--- src/rtl/mips_ctrl_pkg.sv ---
// mips_ctrl_pkg
//   Constants shared by the multicycle MIPS control unit and its datapath:
//   opcode/funct values, the controller state encoding, and the encodings of
//   the aluop, alusrcb and pcsource selects.
package mips_ctrl_pkg;

  // Opcodes (IR[31:26])
  localparam logic [5:0] OP_R    = 6'd0;
  localparam logic [5:0] OP_J    = 6'd2;
  localparam logic [5:0] OP_BEQ  = 6'd4;
  localparam logic [5:0] OP_BNE  = 6'd5;
  localparam logic [5:0] OP_ADDI = 6'd8;
  localparam logic [5:0] OP_SLTI = 6'd10;
  localparam logic [5:0] OP_LW   = 6'd35;
  localparam logic [5:0] OP_SW   = 6'd43;

  // funct (IR[5:0]) selecting jr within R-type
  localparam logic [5:0] FUNCT_JR = 6'd8;

  // Controller states
  typedef enum logic [3:0] {
    S_RESET  = 4'd0,
    S_FETCH  = 4'd1,
    S_DECODE = 4'd2,
    S_MEMADR = 4'd3,
    S_MEMRD  = 4'd4,
    S_MEMWB  = 4'd5,
    S_MEMWR  = 4'd6,
    S_REXEC  = 4'd7,
    S_RWB    = 4'd8,
    S_IEXEC  = 4'd9,
    S_IWB    = 4'd10,
    S_BRANCH = 4'd11,
    S_JUMP   = 4'd12,
    S_JR     = 4'd13,
    S_TRAP   = 4'd14
  } state_e;

  // ALU operation select
  localparam logic [1:0] ALUOP_ADD   = 2'b00;
  localparam logic [1:0] ALUOP_SUB   = 2'b01;
  localparam logic [1:0] ALUOP_FUNCT = 2'b10;
  localparam logic [1:0] ALUOP_SLT   = 2'b11;

  // ALU B operand select
  localparam logic [1:0] SRCB_B     = 2'b00;
  localparam logic [1:0] SRCB_FOUR  = 2'b01;
  localparam logic [1:0] SRCB_IMM   = 2'b10;
  localparam logic [1:0] SRCB_IMMSH = 2'b11;

  // PC source select
  localparam logic [1:0] PCSRC_ALU    = 2'b00;
  localparam logic [1:0] PCSRC_ALUOUT = 2'b01;
  localparam logic [1:0] PCSRC_JUMP   = 2'b10;
  localparam logic [1:0] PCSRC_REGA   = 2'b11;

endpackage

--- src/rtl/multicycle_control.sv ---
// multicycle_control
//   Sequences the shared multicycle MIPS datapath one instruction at a time.
//   Ports:
//     clk, reset_n          rising-edge clock, asynchronous active-low reset
//     opcode, funct         instruction fields from IR
//     mem_ready             memory finishes the current access this cycle
//     pcwrite, pcwritecond, branch_ne, pcsource   PC update control
//     iord, memread, memwrite, irwrite            memory / IR control
//     memtoreg, regdst, regwrite                  register file control
//     alusrca, alusrcb, aluop                     ALU operand/operation
//     instr_done            pulse in the last cycle of every instruction
//     illegal               pulse when an undecodable opcode is trapped
module multicycle_control
  import mips_ctrl_pkg::*;
(
  input  logic       clk,
  input  logic       reset_n,
  input  logic [5:0] opcode,
  input  logic [5:0] funct,
  input  logic       mem_ready,
  output logic       pcwrite,
  output logic       pcwritecond,
  output logic       branch_ne,
  output logic       iord,
  output logic       memread,
  output logic       memwrite,
  output logic       irwrite,
  output logic       memtoreg,
  output logic       regdst,
  output logic       regwrite,
  output logic       alusrca,
  output logic [1:0] alusrcb,
  output logic [1:0] aluop,
  output logic [1:0] pcsource,
  output logic       instr_done,
  output logic       illegal
);

  state_e state_q, state_d;

  always_ff @(posedge clk or negedge reset_n) begin
    if (!reset_n) state_q <= S_RESET;
    else          state_q <= state_d;
  end

  always_comb begin
    state_d = state_q;
    case (state_q)
      S_RESET:  state_d = S_FETCH;
      S_FETCH:  if (mem_ready) state_d = S_DECODE;
      S_DECODE: begin
        case (opcode)
          OP_R:            state_d = (funct == FUNCT_JR) ? S_JR : S_REXEC;
          OP_LW, OP_SW:    state_d = S_MEMADR;
          OP_BEQ, OP_BNE:  state_d = S_BRANCH;
          OP_ADDI, OP_SLTI: state_d = S_IEXEC;
          OP_J:            state_d = S_JUMP;
          default:         state_d = S_TRAP;
        endcase
      end
      // Only lw/sw reach MEMADR, so anything but lw is a store.
      S_MEMADR: state_d = (opcode == OP_LW) ? S_MEMRD : S_MEMWR;
      S_MEMRD:  if (mem_ready) state_d = S_MEMWB;
      S_MEMWR:  if (mem_ready) state_d = S_FETCH;
      S_REXEC:  state_d = S_RWB;
      S_IEXEC:  state_d = S_IWB;
      S_MEMWB, S_RWB, S_IWB, S_BRANCH, S_JUMP, S_JR, S_TRAP:
                state_d = S_FETCH;
      default:  state_d = S_RESET;
    endcase
  end

  always_comb begin
    pcwrite     = 1'b0;
    pcwritecond = 1'b0;
    branch_ne   = 1'b0;
    iord        = 1'b0;
    memread     = 1'b0;
    memwrite    = 1'b0;
    irwrite     = 1'b0;
    memtoreg    = 1'b0;
    regdst      = 1'b0;
    regwrite    = 1'b0;
    alusrca     = 1'b0;
    alusrcb     = SRCB_B;
    aluop       = ALUOP_ADD;
    pcsource    = PCSRC_ALU;
    instr_done  = 1'b0;
    illegal     = 1'b0;
    case (state_q)
      S_FETCH: begin
        // PC+4 and IR load happen only in the cycle memory delivers the word,
        // so a stalled fetch can repeat without advancing the PC.
        memread = 1'b1;
        alusrcb = SRCB_FOUR;
        irwrite = mem_ready;
        pcwrite = mem_ready;
      end
      S_DECODE: alusrcb = SRCB_IMMSH;  // speculative branch target into ALUOut
      S_MEMADR: begin
        alusrca = 1'b1;
        alusrcb = SRCB_IMM;
      end
      S_MEMRD: begin
        memread = 1'b1;
        iord    = 1'b1;
      end
      S_MEMWB: begin
        regwrite   = 1'b1;
        memtoreg   = 1'b1;
        instr_done = 1'b1;
      end
      S_MEMWR: begin
        memwrite   = 1'b1;
        iord       = 1'b1;
        instr_done = mem_ready;
      end
      S_REXEC: begin
        alusrca = 1'b1;
        aluop   = ALUOP_FUNCT;
      end
      S_RWB: begin
        regwrite   = 1'b1;
        regdst     = 1'b1;
        instr_done = 1'b1;
      end
      S_IEXEC: begin
        alusrca = 1'b1;
        alusrcb = SRCB_IMM;
        aluop   = (opcode == OP_SLTI) ? ALUOP_SLT : ALUOP_ADD;
      end
      S_IWB: begin
        regwrite   = 1'b1;
        instr_done = 1'b1;
      end
      S_BRANCH: begin
        alusrca     = 1'b1;
        aluop       = ALUOP_SUB;
        pcwritecond = 1'b1;
        pcsource    = PCSRC_ALUOUT;
        branch_ne   = (opcode == OP_BNE);
        instr_done  = 1'b1;
      end
      S_JUMP: begin
        pcwrite    = 1'b1;
        pcsource   = PCSRC_JUMP;
        instr_done = 1'b1;
      end
      S_JR: begin
        pcwrite    = 1'b1;
        pcsource   = PCSRC_REGA;
        instr_done = 1'b1;
      end
      S_TRAP: begin
        illegal    = 1'b1;
        instr_done = 1'b1;
      end
      default: ;
    endcase
  end

endmodule

--- config.mk ---
export PLATFORM = sky130hd
export DESIGN_NAME = multicycle_control
export DESIGN_NICKNAME = d
export VERILOG_FILES = /design/src/rtl/mips_ctrl_pkg.sv /design/src/rtl/multicycle_control.sv
export SDC_FILE = /design/constraint.sdc
export NUM_CORES = 1
export LEC_CHECK = 0
export ABC_AREA = 1
export CORE_UTILIZATION = 39
export DETAILED_ROUTE_END_ITERATION = 7
export PLACE_DENSITY = 0.76
export SKIP_LAST_GASP = 1
export SLEW_MARGIN = 20
export SYNTH_ARGS = -nofsm -noshare
export SYNTH_HDL_FRONTEND = slang
export SYNTH_SLANG_ARGS = --single-unit
--- constraint.sdc ---
create_clock -name clk -period 1.37 [get_ports clk]
set_input_delay 0.137 -clock clk [delete_from_list [all_inputs] [get_ports clk]]
set_output_delay 0.137 -clock clk [all_outputs]
set_load 0.02 [all_outputs]
# --- Yosys cells after proc, flatten, opt, wreduce, memory -nomap -nowiden ---
# Index checks and enable logic that the tools add are counted.
word_totals:
  elab_cells: 64
  out_inout_bits: 19
  in_bits: 15
  reg_bits: 4
classes:
  n_eq_ne: 25
  n_reduce_logical: 14
  muxes: 24
op_table:
  columns: ["op", "count"]
  rows:
  - ["$pmux 4 s8", 1]
  - ["$eq 4x4->1 const B", 7]
  - ["$pmux 4 s5", 1]
  - ["$eq 6x4->1 const B", 3]
  - ["$pmux 2 s3", 3]
  - ["$eq 4x3->1 const B", 4]
  - ["$mux 4", 4]
  - ["$reduce_or 2->1", 7]
  - ["$eq 6x3->1 const B", 2]
  - ["$eq 6x6->1 const B", 2]
  - ["$mux 1", 11]
  - ["$eq 4x2->1 const B", 2]
  - ["$reduce_or 8->1", 1]
  - ["$reduce_or 7->1", 1]
  - ["$eq 6x2->1 const B", 1]
  - ["$logic_not 6->1", 1]
  - ["$ne 2x2->1 const B", 3]
  - ["$eq 4x1->1 const B", 1]
  - ["$logic_not 4->1", 1]
  - ["$mux 2", 2]
  - ["$pmux 1 s2", 2]
  - ["$reduce_or 4->1", 1]
  - ["$reduce_and 3->1", 1]
  - ["$reduce_or 3->1", 1]

# --- Logic depth before layout (Yosys ltp) ---
depth:
  word_depth: 4
  depth_mapped: 11
  ltp_nobuf: 11

# --- Worst setup path after synthesis ---
# OpenSTA, ideal clock, no wires.
synth_path:
  path_type: "register to output"
  startpoint: "reg state_q[3]"
  endpoint: "out instr_done"
  path_slack_ns: -0.024
  t_required_ns: 1.233
  stages_incl_launch_ff: 7
  arrival_time_ns: 1.257
  path_buffers: 0
  cell_sequence: "dfrtp_1 > inv_1 > nor2_1 > inv_2 > o21ai_1 > nor3_1 > nand3_1"
synth_between:
  elab_chain_len: 3
  word_cells_on_any_way: 10
  classes_between: "eq/ne (8); mux (1); reduce/logical (1)"
synth_rtl:
  columns: ["item", "line_no", "source"]
  rows:
  - ["start: declaration", "multicycle_control.sv:39", "state_e state_q, state_d;"]
  - ["start signal: assignment", "multicycle_control.sv:43", "else state_q <= state_d;"]
  - ["$eq 4x3->1 / $eq 4x4->1 (equally long branches)", "multicycle_control.sv:90", "case (state_q)"]
  - ["$reduce_or 7->1 (no source line)", null, null]
  - ["$pmux 1 s2 *", "multicycle_control.sv:90", null]
  - ["end: declaration", "multicycle_control.sv:35", "output logic instr_done,"]
# Mark *: on every way between the ends. The rest lies on a longest branch, timed or not.

# --- Worst setup path in the final report ---
layout_path:
  startpoint: "reg state_q[2]"
  endpoint: "out irwrite"
layout_between:
  elab_chain_len: 2
layout_rtl:
  columns: ["item", "line_no", "source"]
  rows:
  - ["$eq 4x1->1", "multicycle_control.sv:90", null]
  - ["$mux 1", "multicycle_control.sv:90", null]
  - ["end: declaration", "multicycle_control.sv:27", "output logic irwrite,"]
# No other way between the ends.

==> results.md <==
* Prevailing post-synth register cell: dfrtp_1
* Startpoint types: register
* Post-DP HPWL at 1836 um
* Clk_skew at 0.007035 ns
* Max Transition Viols Final at 0
* Ant diodes at 0
* Synth area leader: dfrtp_1
* Placed cell areas at 1245 um2
* Least-Margin Pin Slew at 0.2408 ns
* Die Y at 43.12 um
* Clock sinks at 4
* Routed Antenna Nets at 0
* HP Class: in -> async
* Setup violators final at 21
* Synth Instances at 114
* R2r setup slk at -0.11 ns
* Synth area leaders: dfrtp_1 (15%), nand2_1 (14%), nor2_1 (9.1%)
* Fmax at 0.6050 GHz
* Die Area at 1859 um2
* Syn Nets at 129
* Mapped Avg Cell Area at 5.784 um2
* Top flop regs: state_q (4)
* Reg2Reg Capture Point: state_q[0]
* Critical Path Fanout Max at 5
* Fin crit share at 120.6%
* Global placer's final weighted congestion at 0.8988
* Drt wl/cell at 16.63 um
* P&R area growth vs syn at 121.3%
* I/O pins at 34
* Power per standard cell area at 1837 nW/um2
* Failing checks: setup timing
* Status: finished, violations left
* Mapped cell area at 659.4 um2
* CP endpoint kind: output pin
* Max reg flops at 4
* Leakage at 0.8164 nW
* CP Class: reg -> out
* FILL cells at 51
* Worst path required time at 1.23 ns
* Initial core utilization at 42.78%
* CTS Buf Count at 3
* Peak supply drop at 1.627 mV
* Slew HR at 83.78%
* Drt drc at 0
* Ys async rst share at 100.0%
* Largest net degree at the start of global routing at 8
* Synthesis Warnings at 0
* Vias/cell at 5.341
* CTS Root Cell: clkbuf_4
* Max Cap Viol at 0
* Largest reg by FF count: state_q
* Post-synth EDFFs at 0
* Worst Path Arrival at 1.52 ns
* Clk_lat worst skew at 0.25 ns
* R2R depth at 8
* Layout Utilization at 94.64%
* Drt pass-1 iters at 4
* DR iter-0 viols at 33
* Register area share after synthesis at 15.18%
* Top-area cell type share of the netlist area at 15.18%
* Vias in the first global route at 920
* Worst r2r src: state_q[3]
* Number of H-tree levels at 1
* Grt ovf at 0
* Fin Setup TNS at -3.350 ns
* GRT Total Usage at 28.20%
* Drt total wl at 3410 um
* Share of layout cells above drive strength 1 at 60.85%
* Num rows at 14
* Power Total at 2.680 mW
* Clock transition at path regs at 0.04 ns
* TritonCTS clock tree: yes
* Via count at 1095
* RSZ-0062 raised after global routing: true
* Port Buf Inserts at 33
* Fin crit period at 1.653 ns
* Nets at 206
* Die Width at 43.12 um
* Hold Vio Cnt, Final at 0
* Initial antenna violation count at 0
* Number of library cell types mapped by synthesis at 21
* Final worst setup slack at -0.2828 ns
* Clk buf depth at 2
* First-pass GRT wire length at 3933 um
* Cell area after layout at 1459 um2
* FF+latch count, synth at 4
* Core Area at 1541 um2
[routing by layer]
layer,vias up,global-route usage (%),routed length (um)
li1,499,-,-
met1,521,35.16,1335
met2,60,49.55,1753
met3,15,3.830,211
met4,0,8.485,110
met5,-,0,0
[cells in the final DEF, fill, tap and decap left out, types with 2 or more instances in the layout]
master and count:
buf_4 37, buf_6 20, clkbuf_4 3, clkdlybuf4s50_1 8
dfrtp_2 4, dlymetal6s2s_1 6, inv_1 10, inv_2 14
inv_4 2, nand2_1 21, nand2_2 6, nand3_1 5
nand3_2 4, nand4_1 2, nor2_1 13, nor2_2 6
nor2_4 10, o21ai_0 2, o21ai_1 3, o21ai_2 2
[how the worst max path moves through the flow]
stage               start  cells after the start          to
2_1_floorplan  state_q[3]                      6  instr_done
3_3_place_gp    opcode[2]                      6   branch_ne
3_5_place_dp    opcode[5]                      7    aluop[0]
4_1_cts        state_q[1]                      6     pcwrite
5_1_grt        state_q[2]                      6     irwrite
6_report       state_q[2]                      6     irwrite
[final cells by class]
cell class	count	area [um2]	share of cell area [%]
multi-input cells	83	534.3	36.62
well taps	16	20.02	1.372
repair buffers	73	674.4	46.23
clock buffers	3	22.52	1.544
flip-flops and latches	4	105.1	7.204
inverters	26	102.6	7.033
[repair_timing]
| item | in CTS | in global routing |
|---|---|---|
| pin swaps | 2 | 15 |
| hold buffers | 0 | 0 |
| endpoints found under the hold margin | 0 | 0 |
| buffers inserted | 3 | 6 |
| gates resized for setup | 115 | 36 |
| setup endpoints to repair | 19 | 23 |
[where the power goes]
group | internal [mW] | total (mW) | switching (mW)
sequential | 0.184 | 0.302 | 0.119
combinational | 1.03 | 2.22 | 1.19
clock | 0.0987 | 0.158 | 0.0590
total | 1.32 | 2.68 | 1.36
[cells by family (layout without fill, tap and decap cells)]
| family | Yosys count | count (layout) | share of synthesized area [%] |
|---|---|---|---|
| buffers and inverters | 27 | 102 | 16.51 |
| and+or+nand+nor | 72 | 72 | 57.50 |
| DFF | 4 | 4 | 15.18 |
| AOI/OAI and AO/OA | 11 | 11 | 10.82 |
[worst max-delay path, cell delays in order, from the launching register on]
cell	delay (ns)
dfrtp_2	0.45
nor2_2	0.17
inv_1	0.11
nor2_4	0.13
inv_2	0.09
nor2_1	0.14
buf_4	0.17
[cell usage after synthesis, types with 3 or more instances]
master / count
nand3_1: 7
nor2_1: 16
nor2_2: 8
nand2_2: 3
dfrtp_1: 4
nand2_1: 24
nand3_2: 3
o21ai_0: 4
nor2_4: 5
o21ai_1: 3
inv_2: 11
inv_1: 15
[metrics by stage]
stage | hold WS [ns] | setup slack [ns] | instances
2_1_floorplan | -0.1586 | -0.02385 | 114
3_3_place_gp | 0.3510 | -0.4476 | 194
3_5_place_dp | 0.3590 | -0.5356 | 194
4_1_cts | 0.09924 | -0.1806 | 200
5_1_grt | 0.1199 | -0.3221 | 205
6_report | 0.09587 | -0.2828 | 205
Note: power is estimated with default switching activity, not from simulation.
